`src/rtl/mem_port_arbiter.sv`:
```
// Arbitrates one single-port synchronous data memory between instruction fetch
// (read-only) and load-store, and steers each returned read word to its owner.
module mem_port_arbiter #(
    parameter int ADDR_W     = 14,
    parameter int DATA_W     = 32,
    parameter int STARVE_MAX = 3
) (
    input  logic              i_clk,
    input  logic              i_reset,
    input  logic              i_if_req,
    input  logic [ADDR_W-1:0] i_if_addr,
    output logic              o_if_gnt,
    output logic              o_if_rvalid,
    output logic [DATA_W-1:0] o_if_rdata,
    input  logic              i_ls_req,
    input  logic              i_ls_wren,
    input  logic [3:0]        i_ls_bmask,
    input  logic [ADDR_W-1:0] i_ls_addr,
    input  logic [DATA_W-1:0] i_ls_wdata,
    output logic              o_ls_gnt,
    output logic              o_ls_rvalid,
    output logic [DATA_W-1:0] o_ls_rdata,
    output logic [ADDR_W-1:0] o_mem_addr,
    output logic              o_mem_ren,
    output logic              o_mem_wren,
    output logic [3:0]        o_mem_bmask,
    output logic [DATA_W-1:0] o_mem_wdata,
    input  logic [DATA_W-1:0] i_mem_rdata
);

    localparam int CNT_W = $clog2(STARVE_MAX + 1);
    localparam logic [CNT_W-1:0] STARVE_LIM = CNT_W'(STARVE_MAX);

    typedef enum logic [1:0] {
        OWN_NONE = 2'd0,
        OWN_IF   = 2'd1,
        OWN_LS   = 2'd2
    } owner_e;

    logic [CNT_W-1:0] starve_q, starve_d;
    owner_e           owner_q, owner_d;
    logic             ifWin, lsWin;

    // LS has priority unless fetch has been denied STARVE_MAX cycles in a row.
    always_comb begin
        ifWin = !i_reset && i_if_req && (!i_ls_req || (starve_q == STARVE_LIM));
        lsWin = !i_reset && i_ls_req && !ifWin;
    end

    always_comb begin
        starve_d = starve_q;
        if (!i_if_req || ifWin) begin
            starve_d = '0;
        end else if (starve_q != STARVE_LIM) begin
            starve_d = starve_q + 1'b1;
        end

        owner_d = OWN_NONE;
        if (ifWin) begin
            owner_d = OWN_IF;
        end else if (lsWin && !i_ls_wren) begin
            owner_d = OWN_LS;
        end
    end

    always_comb begin
        o_mem_addr  = '0;
        o_mem_ren   = 1'b0;
        o_mem_wren  = 1'b0;
        o_mem_bmask = 4'b0000;
        o_mem_wdata = '0;
        if (ifWin) begin
            o_mem_addr = i_if_addr;
            o_mem_ren  = 1'b1;
        end else if (lsWin) begin
            o_mem_addr = i_ls_addr;
            if (i_ls_wren) begin
                o_mem_wren  = 1'b1;
                o_mem_bmask = i_ls_bmask;
                o_mem_wdata = i_ls_wdata;
            end else begin
                o_mem_ren = 1'b1;
            end
        end
    end

    always_ff @(posedge i_clk) begin
        if (i_reset) begin
            starve_q <= '0;
            owner_q  <= OWN_NONE;
        end else begin
            starve_q <= starve_d;
            owner_q  <= owner_d;
        end
    end

    // Returned data is gated by reset so a read issued just before reset is dropped.
    always_comb begin
        o_if_gnt    = ifWin;
        o_ls_gnt    = lsWin;
        o_if_rvalid = !i_reset && (owner_q == OWN_IF);
        o_ls_rvalid = !i_reset && (owner_q == OWN_LS);
        o_if_rdata  = o_if_rvalid ? i_mem_rdata : '0;
        o_ls_rdata  = o_ls_rvalid ? i_mem_rdata : '0;
    end

endmodule

```
`config.mk`:
```
export PLATFORM = sky130hd
export DESIGN_NAME = mem_port_arbiter
export DESIGN_NICKNAME = d
export VERILOG_FILES = /design/src/rtl/mem_port_arbiter.sv
export SDC_FILE = /design/constraint.sdc
export NUM_CORES = 1
export LEC_CHECK = 0
export BUFFER_PORTS_ARGS = -buffer_cell sky130_fd_sc_hd__buf_2
export CAP_MARGIN = 10
export CELL_PAD_IN_SITES_DETAIL_PLACEMENT = 0
export CELL_PAD_IN_SITES_GLOBAL_PLACEMENT = 2
export CORE_MARGIN = 2
export CORE_UTILIZATION = 10
export CTS_CLUSTER_DIAMETER = 60
export CTS_CLUSTER_SIZE = 20
export DETAILED_ROUTE_END_ITERATION = 6
export MAX_ROUTING_LAYER = met4
export PLACE_DENSITY = 0.87
export SYNTH_ARGS = -nofsm -noshare
export SYNTH_HDL_FRONTEND = slang
export SYNTH_SLANG_ARGS = --single-unit
```
`constraint.sdc`:
```
create_clock -name i_clk -period 4.85 [get_ports i_clk]
set_input_delay 0.97 -clock i_clk [delete_from_list [all_inputs] [get_ports i_clk]]
set_output_delay 0.97 -clock i_clk [all_outputs]
set_load 0.02 [all_outputs]
```
=== After elaboration in Yosys (flattened, before gate mapping) ===
Cells that the tools add are included.

* Register bits: 4
* Input port bits: 101
* Word-level logic and storage cells: 42

* Add/subtract/negate cells: 1
* Equal/unequal tests: 4
* Muxes and demuxes: 18
* Reductions and logical operators: 16

{| class="wikitable"
|+ Operators with widths
! operator !! number
|-
| 32-bit 2-to-1 mux || 5
|-
| 14-bit 2-to-1 mux || 2
|-
| 4-bit 2-to-1 mux || 3
|-
| 1-bit logical AND || 7
|-
| 1-bit 2-to-1 mux || 7
|-
| 1-bit logical NOT || 5
|-
| 2-bit equality test, second input constant || 2
|-
| 2-bit OR reduction || 2
|-
| 2-bit by 1-bit adder with 2-bit output, second input constant || 1
|-
| 2-bit by 1-bit equality test with 1-bit output, second input constant || 1
|-
| 1-bit logical OR || 2
|-
| 2-bit 2-to-1 mux || 1
|-
| 2-bit != test, second input constant || 1
|}

=== Logic depth before layout (Yosys ltp) ===
Gate-level depths: netlist (run 1).

* Depth in word-level cells: 8
* Gate-level depth with buffers: 6
* Mapped depth without buffers: 4

=== Worst setup path after synthesis (run 1) ===
OpenSTA, ideal clock, no wires.

* Path type: input port to output port
* From: input port i_reset
* To: output port o_mem_wdata[20]
* Data arrival time: 1.977 ns
* Required time: 3.880 ns
* Path slack: 1.903 ns
* Stages: 4
* Buffers on the path: 1
* Cells stage by stage: buf_2 -> nand2b_1 -> a21oi_1 -> and3_1

* Longest elaborated chain between the ends: 7
* Elaborated cells between the ends (all ways): 8

{| class="wikitable"
|+ RTL lines
! what !! line !! RTL
|-
| start, declared || 9 || <nowiki>input logic i_reset,</nowiki>
|-
| 1-bit logical NOT (*) || 46, 47 ||
|-
| 1-bit logical AND (2 in a row) || 46 || <nowiki>ifWin = !i_reset && i_if_req && (!i_ls_req || (starve_q == STARVE_LIM));</nowiki>
|-
| 1-bit logical NOT || 47 || <nowiki>lsWin = !i_reset && i_ls_req && !ifWin;</nowiki>
|-
| 1-bit logical AND (*) || 47 ||
|-
| net o_ls_gnt || 20 || <nowiki>output logic o_ls_gnt,</nowiki>
|-
| 32-bit 2-to-1 mux (*) || 75 || <nowiki>end else if (lsWin) begin</nowiki>
|-
| 32-bit 2-to-1 mux (*) || 72 || <nowiki>if (ifWin) begin</nowiki>
|-
| end, declared || 27 || <nowiki>output logic [DATA_W-1:0] o_mem_wdata,</nowiki>
|}

Mark *: on every way through the listed nets, which the timed path passes. The rest lies on a longest branch.

=== Worst setup path after layout (run 1) ===
* From: input port i_if_req
* To: output port o_mem_wdata[8]

* Longest elaborated chain between the ends: 6

{| class="wikitable"
|+ RTL lines
! what !! line !! RTL
|-
| start, declared || 10 || <nowiki>input logic i_if_req,</nowiki>
|-
| 1-bit logical AND (*) (2 in a row) || 46 ||
|-
| 1-bit logical NOT || 47 ||
|-
| 1-bit logical AND || 47 ||
|-
| 32-bit 2-to-1 mux || 75 ||
|-
| 32-bit 2-to-1 mux (*) || 72 ||
|}

Mark *: on every way between the ends. The rest lies on a longest branch, timed or not.

==> flow_metrics.py, run 1 <==
metrics = {
    "global_route": {
        "gr-usage-all-layers": 0.08163,
        "grt_max_degree": 37,
        "grt_overflow": 0,
        "grt_pass1_wl_um": 7465,
        "antenna_found_initial": 0,
        "grt_pass1_vias": 1705,
    },
    "cells_and_area": {
        "multi_input_area_um2": 929.6,
        "nets": 479,
        "synthToLayoutAreaGrowth_pct": 112.6,
        "final_layout_size_suffix_gt1_frac": 0.6080,
        "insertedDiodeCount": 0,
        "n_fill_cell": 1252,
        "register_area_um2": 80.08,
        "stdcell_count": 515,
    },
    "sta": {
        "finalSetupViolCount": 0,
        "slew_viol_final": 0,
        "max_freq_mhz": 268.3,
        "min_period_ns": 3.727,
        "layout_setup_ws_ns": 1.123,
        "max_slew_margin": 0.4509,
        "tns_ns": 0,
        "skew_ns": 0.002722,
        "rsz0062_at_grt": "no",
        "hold_violations": 0,
        "tightest_slew_ns": 0.8237,
        "timing.final.crit_share": 0.7685,
    },
    "synth": {
        "synthCells": 166,
        "syn_area_um2": 1104,
        "synth_area_leaders": "and2_1, a32oi_1, dfxtp_1",
        "yosysWarnings": 0,
        "yosysUniqueCellTypes": 19,
        "ys.flop_type": "dfxtp_1",
        "synth_async_sr_flop_share": 0,
        "syn-num-nets": 268,
        "yosysTopAreaCell": "and2_1",
        "syn_avg_cell_area_um2": 6.648,
        "synth_common_cells": "and2_1, nor2_1, a32oi_1",
        "ys_seq_area_frac": 0.07256,
        "synth.most_common_cell": "and2_1",
        "synth_top_area_share": 0.5612,
        "ys_ff_latch": 4,
        "synth_edf_count": 0,
    },
    "min_path": {
        "worstHoldStart": "starve_q[0]$_SDFFE_PP0N_",
        "min_path_type": "reg2reg",
    },
    "floorplanning": {
        "die_h_um": 109.1,
        "die_w_um": 109.1,
        "initial_core_util": 0.1022,
        "core_um2": 10790,
        "rows": 38,
        "design.die.area_um2": 11890,
        "io_pins": 221,
    },
    "place": {
        "placedCellCount": 512,
        "dp_hpwl_um": 4748,
        "io_buffers": 220,
        "dp_slack_ns": 1.070,
        "routabilityCongestion": 0.6982,
    },
    "drt": {
        "drt_wl_total_um": 5525,
        "drc_errors": 0,
        "firstDrtPassIters": 4,
        "drt_iter0_markers": 35,
        "detail_route.wl_per_cell_um": 10.73,
        "num_vias": 1950,
        "ant_nets": 0,
        "viasPerCell": 3.786,
    },
    "power_and_ir_drop": {
        "p_sw_frac": 0.3859,
        "leakage_nw": 1.513,
        "powerDensity_nw_per_um2": 102.9,
        "power.switching_w": 0.00009312,
        "irDropWorstVdd_v": 0.00004641,
        "p_comb_frac": 0.570,
        "power.share.clock": 0.286,
        "p_int_w": 0.0001482,
        "pwr-share-seq": 0.145,
    },
    "clock_network": {
        "post_cts_buffers": 0,
        "cts_tree": "done",
        "clk_pin_slew_ns": 0.03,
        "cts-root-buf": "clkbuf_8",
        "numCtsBuffers": 3,
        "clk_latency_ns": 0.22,
        "ctsResizeCount": 0,
        "clock_sinks": 4,
        "htreeDepth": 1,
        "clock_path_buffers": 2,
        "cts_hold_buf": 0,
    },
    "critical_path": {
        "critPathMostFrequentCell": "buf_2",
        "path_delay_family": "simple AND/OR/NAND/NOR gates",
        "crit_path_start": "i_if_req",
        "worst-setup-path-type": "in2out",
        "critPathRequiredTime_ns": 3.88,
        "crit_chain": "buf_2 > a21boi_4 > and3b_1 > and2_1 > buf_2",
        "critPathArrivalTime_ns": 2.76,
        "start_kind": "input port",
        "crit_path_end_kind": "output port",
        "r2r-start": "starve_q[0]$_SDFFE_PP0N_",
        "cpPeakStageDelay_ns": 0.77,
        "cp_max_fo": 36,
        "crit_slowest_cell": "and3b_1",
        "critPathBufInv": 2,
    },
    "flow_run": {
        "maxCapViolCount": 0,
    },
    "run_status": {
        "status": "complete, no violations",
    },
}
per-stage QoR:
step	cell area, µm²	utilization	power (W)	hold WS, ns
after floorplan	1104	-	0.0001070	0.3974
after global placement	2305	0.2135	0.0001745	0.4051
after detailed placement	2305	0.2135	0.0001753	0.4191
after CTS	2346	0.2174	0.0002460	0.4233
after global routing	2346	0.2174	0.0002607	0.4429
final	2346	0.2174	0.0002413	0.4211
logic make-up after synthesis:
logic type,synth area share
buffers and inverters,0.09410
adders and majority gates,0.01134
DFF,0.07257
and+or+nand+nor,0.6848
AOI/OAI and AO/OA,0.1372
final cells by class:
type                       instances  area share
timing repair buffer             222      0.4757
multi-input combinational        145      0.3963
tap                              140     0.07467
sequential                         4     0.03413
clock buffer                       3     0.01760
inverter                           1    0.001600
worst register-to-register path: stages, from the launching register on:
cell	delay, ns
dfxtp_1	0.32
ha_1	0.26
nand2b_1	0.48
nand2_1	0.21
nor2_1	0.12
metal layers:
metal,global-route usage,part of all wire,vias up
met5,-,0,-
met4,0.01923,0.0049,0
met3,0.009564,0.12,4
met2,0.1708,0.54,148
met1,0.07725,0.34,844
li1,-,-,954
sequential cells by signal (all words and copies together) (netlist names):
register  flops
starve_q      2
owner_q       2
power groups by stage:
stage	Combinational [W]	Sequential [W]	Clock, W
2_1_floorplan	0.0000719	0.0000351	0
3_3_place_gp	0.000139	0.0000353	0
3_5_place_dp	0.000140	0.0000353	0
4_1_cts	0.000140	0.0000349	0.0000707
5_1_grt	0.000152	0.0000351	0.0000733
6_report	0.000137	0.0000349	0.0000690
worst paths after layout:
path / cells after the start / to / slack [ns]
worst max-delay path: 5 / o_mem_wdata[8] / 1.12
worst min-delay path: 1 / starve_q[0]$_SDFFE_PP0N_ / 0.42
worst max register to register: 4 / owner_q[0]$_SDFF_PP0_ / 3.39
worst min register to register: 1 / starve_q[0]$_SDFFE_PP0N_ / 0.42
placed cells by master (no fill, tap or decap):
| cell | synthesis | final |
|---|---|---|
| buf_4 | 1 | 2 |
| clkbuf_8 | 0 | 3 |
| or3b_1 | 1 | 1 |
| nand2b_1 | 3 | 3 |
| and2_1 | 99 | 99 |
| dfxtp_1 | 4 | 4 |
| ha_1 | 1 | 1 |
| a32oi_1 | 14 | 14 |
| nor2_1 | 18 | 18 |
| a21boi_4 | 1 | 1 |
| inv_1 | 1 | 1 |
| buf_2 | 5 | 220 |
| and3b_1 | 1 | 1 |
| nor3b_1 | 3 | 1 |
| a21oi_1 | 2 | 2 |
| and3_1 | 1 | 1 |
| nand2_1 | 1 | 1 |
| nor3b_2 | 0 | 2 |
(Power assumes the default switching activity.)
==> inputs of run 2 (changes only) <==
==> constraint.sdc (replaced) <==
create_clock -name i_clk -period 3.7 [get_ports i_clk]
set_input_delay 0.74 -clock i_clk [delete_from_list [all_inputs] [get_ports i_clk]]
set_output_delay 0.74 -clock i_clk [all_outputs]
set_load 0.02 [all_outputs]
==> flow_metrics.py, run 2 (synthesis results as in run 1) <==
metrics = {
    "run_status": {
        "status": "complete, no violations",
    },
    "min_path": {
        "hold_path_end": "starve_q[0]$_SDFFE_PP0N_",
        "min_path_type": "reg2reg",
        "worstHoldStart": "starve_q[0]$_SDFFE_PP0N_",
        "hold_depth": 1,
    },
    "sta": {
        "min_period_ns": 2.909,
        "slew_viol_final": 0,
        "hold_violations": 0,
        "rsz0062_at_grt": "no",
        "skew_ns": 0.002188,
        "max_slew_margin": 0.6417,
        "tns_ns": 0,
        "finalSetupViolCount": 0,
        "max_freq_mhz": 343.8,
        "tightest_slew_ns": 0.5375,
        "timing.final.crit_share": 0.7861,
    },
    "clock_network": {
        "clk_pin_slew_ns": 0.03,
        "htreeDepth": 1,
        "cts_hold_buf": 0,
        "clock_sinks": 4,
        "ctsResizeCount": 0,
        "cts_tree": "done",
        "clk_latency_ns": 0.22,
        "numCtsBuffers": 3,
        "cts-root-buf": "clkbuf_8",
        "post_cts_buffers": 0,
        "clock_path_buffers": 2,
    },
    "floorplanning": {
        "rows": 38,
        "initial_core_util": 0.1022,
        "die_w_um": 109.1,
        "core_um2": 10790,
        "design.die.area_um2": 11890,
        "die_h_um": 109.1,
        "io_pins": 221,
    },
    "power_and_ir_drop": {
        "leakage_nw": 1.519,
        "p_comb_frac": 0.571,
        "powerDensity_nw_per_um2": 134.7,
        "power.share.clock": 0.284,
        "p_sw_frac": 0.3855,
        "power.switching_w": 0.0001222,
        "pwr-share-seq": 0.144,
        "irDropWorstVdd_v": 0.00005011,
        "p_int_w": 0.0001948,
    },
    "critical_path": {
        "path_delay_family": "buffers and inverters",
        "worst-setup-path-type": "in2out",
        "crit_slowest_cell": "a21boi_4",
        "critPathMostFrequentCell": "buf_2",
        "reg2reg_to": "owner_q[0]$_SDFF_PP0_",
        "r2r-start": "starve_q[0]$_SDFFE_PP0N_",
        "critPathBufInv": 3,
        "rrSetupSlack_ns": 2.25,
        "crit_path_end_kind": "output port",
        "r2r_cells": 4,
        "critPathRequiredTime_ns": 2.96,
        "crit_chain": "buf_2 > a21boi_4 > and3b_1 > buf_4 > and2_1 > buf_2",
        "cpPeakStageDelay_ns": 0.41,
        "start_kind": "input port",
        "cp_max_fo": 36,
        "critPathArrivalTime_ns": 2.17,
    },
    "drt": {
        "firstDrtPassIters": 4,
        "drt_iter0_markers": 37,
        "detail_route.wl_per_cell_um": 10.71,
        "ant_nets": 0,
        "viasPerCell": 3.773,
        "num_vias": 1947,
        "drt_wl_total_um": 5525,
        "drc_errors": 0,
    },
    "global_route": {
        "grt_max_degree": 37,
        "antenna_found_initial": 0,
        "grt_pass1_wl_um": 7396,
        "grt_pass1_vias": 1688,
        "grt_overflow": 0,
        "gr-usage-all-layers": 0.08048,
    },
    "cells_and_area": {
        "mostFrequentLayoutCells": "buf_2, and2_1, nor2_1",
        "stdcell_count": 516,
        "synthToLayoutAreaGrowth_pct": 113.3,
        "insertedDiodeCount": 0,
        "nets": 480,
        "largestRegisters": "owner_q x2, starve_q x2",
        "final_layout_size_suffix_gt1_frac": 0.6090,
        "mostFrequentLayoutCell": "buf_2",
    },
    "place": {
        "placedCellCount": 513,
        "dp_hpwl_um": 4756,
        "io_buffers": 220,
        "routabilityCongestion": 0.6948,
    },
    "flow_run": {
        "maxCapViolCount": 0,
    },
}
run 2: cell count changes in the layout (fill, tap and decap cells not counted):
cell,before,now
buf_4,2,3
run 2: power by group through the flow:
stage,Combinational (W),Sequential [W],Clock (W)
floorplan,0.0000943,0.0000460,0
global placement,0.000183,0.0000462,0
detailed placement,0.000184,0.0000463,0
CTS,0.000185,0.0000458,0.0000935
global route,0.000200,0.0000460,0.0000953
finish,0.000181,0.0000457,0.0000902
run 2: worst reg2reg max path: cells and delay by family, from the launching register on:
family	cells	cell delay, ns
flip-flops	1	0.32
adder cells (fa/ha/maj)	1	0.25
AND/OR/NAND/NOR	3	0.81
run 2: per-layer routing:
layer / vias up / global-route usage / part of all wire
li1: 956 / - / -
met1: 840 / 0.07654 / 0.35
met2: 147 / 0.1677 / 0.53
met3: 4 / 0.009564 / 0.12
met4: 0 / 0.01923 / 0.0051
met5: - / - / 0
run 2: worst max path at each step:
stage	end	slack (ns)	depth (start not counted)	start
final	o_mem_wdata[18]	0.79	6	i_if_req
after global routing	o_mem_wdata[22]	0.64	6	i_if_req
after floorplan	o_mem_wdata[20]	1.21	4	i_reset
after detailed placement	o_mem_wdata[18]	0.76	6	i_if_req
after CTS	o_mem_wdata[18]	0.76	6	i_if_req
after global placement	o_mem_wdata[9]	0.81	6	i_if_req
run 2: final cells by class:
class                           instances  area, µm²
Tap cell                              140      175.2
Inverter                                1      3.754
Clock buffer                            3      41.29
Timing Repair Buffer                  223       1124
Multi-Input combinational cell        145      929.6
Sequential cell                         4      80.08
Fill cell                            1243       8439
run 2: per-stage QoR:
stage          hold WS, ns  utilization  total power, W  setup slack (ns)  cell area (µm²)
4_1_cts             0.4232       0.2181       0.0003242            0.7647             2354
6_report            0.4197       0.2181       0.0003170            0.7913             2354
3_3_place_gp        0.4054       0.2142       0.0002292            0.8120             2312
5_1_grt             0.4418       0.2181       0.0003417            0.6370             2354
2_1_floorplan       0.3974            -       0.0001403             1.213             1104
3_5_place_dp        0.4189       0.2142       0.0002307            0.7637             2312
==> inputs of run 3 (changes only) <==
--- a/config.mk
+++ b/config.mk
@@ -15,7 +15,7 @@
 export CTS_CLUSTER_SIZE = 20
 export DETAILED_ROUTE_END_ITERATION = 6
 export MAX_ROUTING_LAYER = met4
-export PLACE_DENSITY = 0.87
+export PLACE_DENSITY = 0.91
 export SYNTH_ARGS = -nofsm -noshare
 export SYNTH_HDL_FRONTEND = slang
 export SYNTH_SLANG_ARGS = --single-unit
==> constraint.sdc (replaced) <==
create_clock -name i_clk -period 2.45 [get_ports i_clk]
set_input_delay 0.49 -clock i_clk [delete_from_list [all_inputs] [get_ports i_clk]]
set_output_delay 0.49 -clock i_clk [all_outputs]
set_load 0.02 [all_outputs]
==> flow_metrics.py, run 3 (synthesis results as in run 1) <==
metrics = {
    "run_status": {
        "status": "complete, no violations",
    },
    "global_route": {
        "grt_pass1_wl_um": 7465,
        "antenna_found_initial": 0,
        "grt_pass1_vias": 1676,
        "grt_max_degree": 37,
        "grt_overflow": 0,
        "gr-usage-all-layers": 0.08020,
    },
    "place": {
        "dp_hpwl_um": 4744,
        "dp_slack_ns": 0.3280,
        "io_buffers": 220,
        "routabilityCongestion": 0.6674,
    },
    "floorplanning": {
        "io_pins": 221,
        "initial_core_util": 0.1022,
        "die_w_um": 109.1,
        "core_um2": 10790,
        "die_h_um": 109.1,
        "design.die.area_um2": 11890,
        "rows": 38,
    },
    "power_and_ir_drop": {
        "irDropWorstVdd_v": 0.00008943,
        "leakage_nw": 1.533,
        "powerDensity_nw_per_um2": 204.1,
    },
    "drt": {
        "drt_iter0_markers": 73,
        "viasPerCell": 3.771,
        "drt_wl_total_um": 5585,
        "drc_errors": 0,
        "num_vias": 1957,
        "firstDrtPassIters": 4,
        "detail_route.wl_per_cell_um": 10.76,
        "ant_nets": 0,
    },
    "critical_path": {
        "cpPeakStageDelay_ns": 0.31,
        "critPathArrivalTime_ns": 1.72,
        "start_kind": "flip-flop",
        "crit_chain": "ha_1 > a21boi_4 > and3b_1 > buf_4 > and2_1 > buf_2",
        "path_delay_family": "buffers and inverters",
        "crit_path_end_kind": "output port",
        "worst-setup-path-type": "reg2out",
        "cp_max_fo": 36,
        "crit_slowest_cell": "dfxtp_1",
        "critPathRequiredTime_ns": 1.96,
        "critPathBufInv": 2,
    },
    "sta": {
        "slew_viol_final": 0,
        "worst_hold_slack_ns": 0.4252,
        "hold_violations": 0,
        "max_slew_margin": 0.7989,
        "skew_ns": 0.003053,
        "min_period_ns": 2.212,
        "finalSetupViolCount": 0,
        "tns_ns": 0,
        "layout_setup_ws_ns": 0.2378,
        "rsz0062_at_grt": "no",
        "tightest_slew_ns": 0.3016,
        "max_freq_mhz": 452.0,
        "timing.final.crit_share": 0.9029,
    },
    "clock_network": {
        "cts_hold_buf": 0,
        "clk_pin_slew_ns": 0.03,
        "clk_latency_ns": 0.21,
        "cts_tree": "done",
        "cts-root-buf": "clkbuf_8",
        "post_cts_buffers": 0,
        "numCtsBuffers": 3,
        "clock_path_buffers": 2,
        "ctsResizeCount": 0,
        "htreeDepth": 1,
        "clock_sinks": 4,
    },
    "cells_and_area": {
        "nets": 483,
        "mostFrequentLayoutCell": "buf_2",
        "synthToLayoutAreaGrowth_pct": 115.5,
        "largestRegisters": "owner_q x2, starve_q x2",
        "final_layout_size_suffix_gt1_frac": 0.6148,
        "n_fill_cell": 1241,
        "mostFrequentLayoutCells": "buf_2, and2_1, nor2_1",
        "insertedDiodeCount": 0,
    },
    "flow_run": {
        "maxCapViolCount": 0,
    },
    "min_path": {
        "min_path_type": "reg2reg",
    },
}
==> run 3: cell types whose count changed in the layout (fill, tap and decap cells not counted) <==
cell,before,now
nand2b_1,3,2
nand2b_2,0,1
buf_4,3,6
==> run 3: final cells by class <==
class / instances / area, µm² / share of cell area
inverter: 1 / 3.754 / 0.001578
timing repair buffer: 226 / 1146 / 0.4819
multi-input combinational: 145 / 932.1 / 0.3919
sequential: 4 / 80.08 / 0.03367
clock buffer: 3 / 41.29 / 0.01736
tap: 140 / 175.2 / 0.07365
==> run 3: through the flow <==
step	instance area (µm²)	total power [W]	utilization	cells
after floorplan	1104	0.0002118	-	166
after global placement	2335	0.0003478	0.2163	516
after detailed placement	2335	0.0003512	0.2163	516
after CTS	2376	0.0004931	0.2201	519
after global routing	2379	0.0005234	0.2204	519
final	2379	0.0004856	0.2204	519
==> run 3: layer usage <==
layer / up-vias / share of wire / GRT usage
met4: 0 / 0.0039 / 0.01648
met3: 2 / 0.11 / 0.008966
li1: 963 / - / -
met1: 853 / 0.36 / 0.08289
met5: - / 0 / -
met2: 139 / 0.53 / 0.1606
==> run 3: final timing paths <==
path                       startpoint  slack [ns]  cells after the start                       end
min          starve_q[0]$_SDFFE_PP0N_        0.43                      1  starve_q[0]$_SDFFE_PP0N_
max          starve_q[0]$_SDFFE_PP0N_        0.24                      6            o_mem_wdata[9]
max reg2reg  starve_q[0]$_SDFFE_PP0N_        1.14                      4     owner_q[0]$_SDFF_PP0_
min reg2reg  starve_q[0]$_SDFFE_PP0N_        0.43                      1  starve_q[0]$_SDFFE_PP0N_
==> run 3: power breakdown <==
part | internal (W) | switching, W | leakage, nW | total [W]
clock | 0.000105 | 0.0000338 | 0.0216 | 0.000139
combinational | 0.000125 | 0.000153 | 1.48 | 0.000278
sequential | 0.0000678 | 0.00000124 | 0.0327 | 0.0000691
total | 0.000298 | 0.000188 | 1.53 | 0.000486
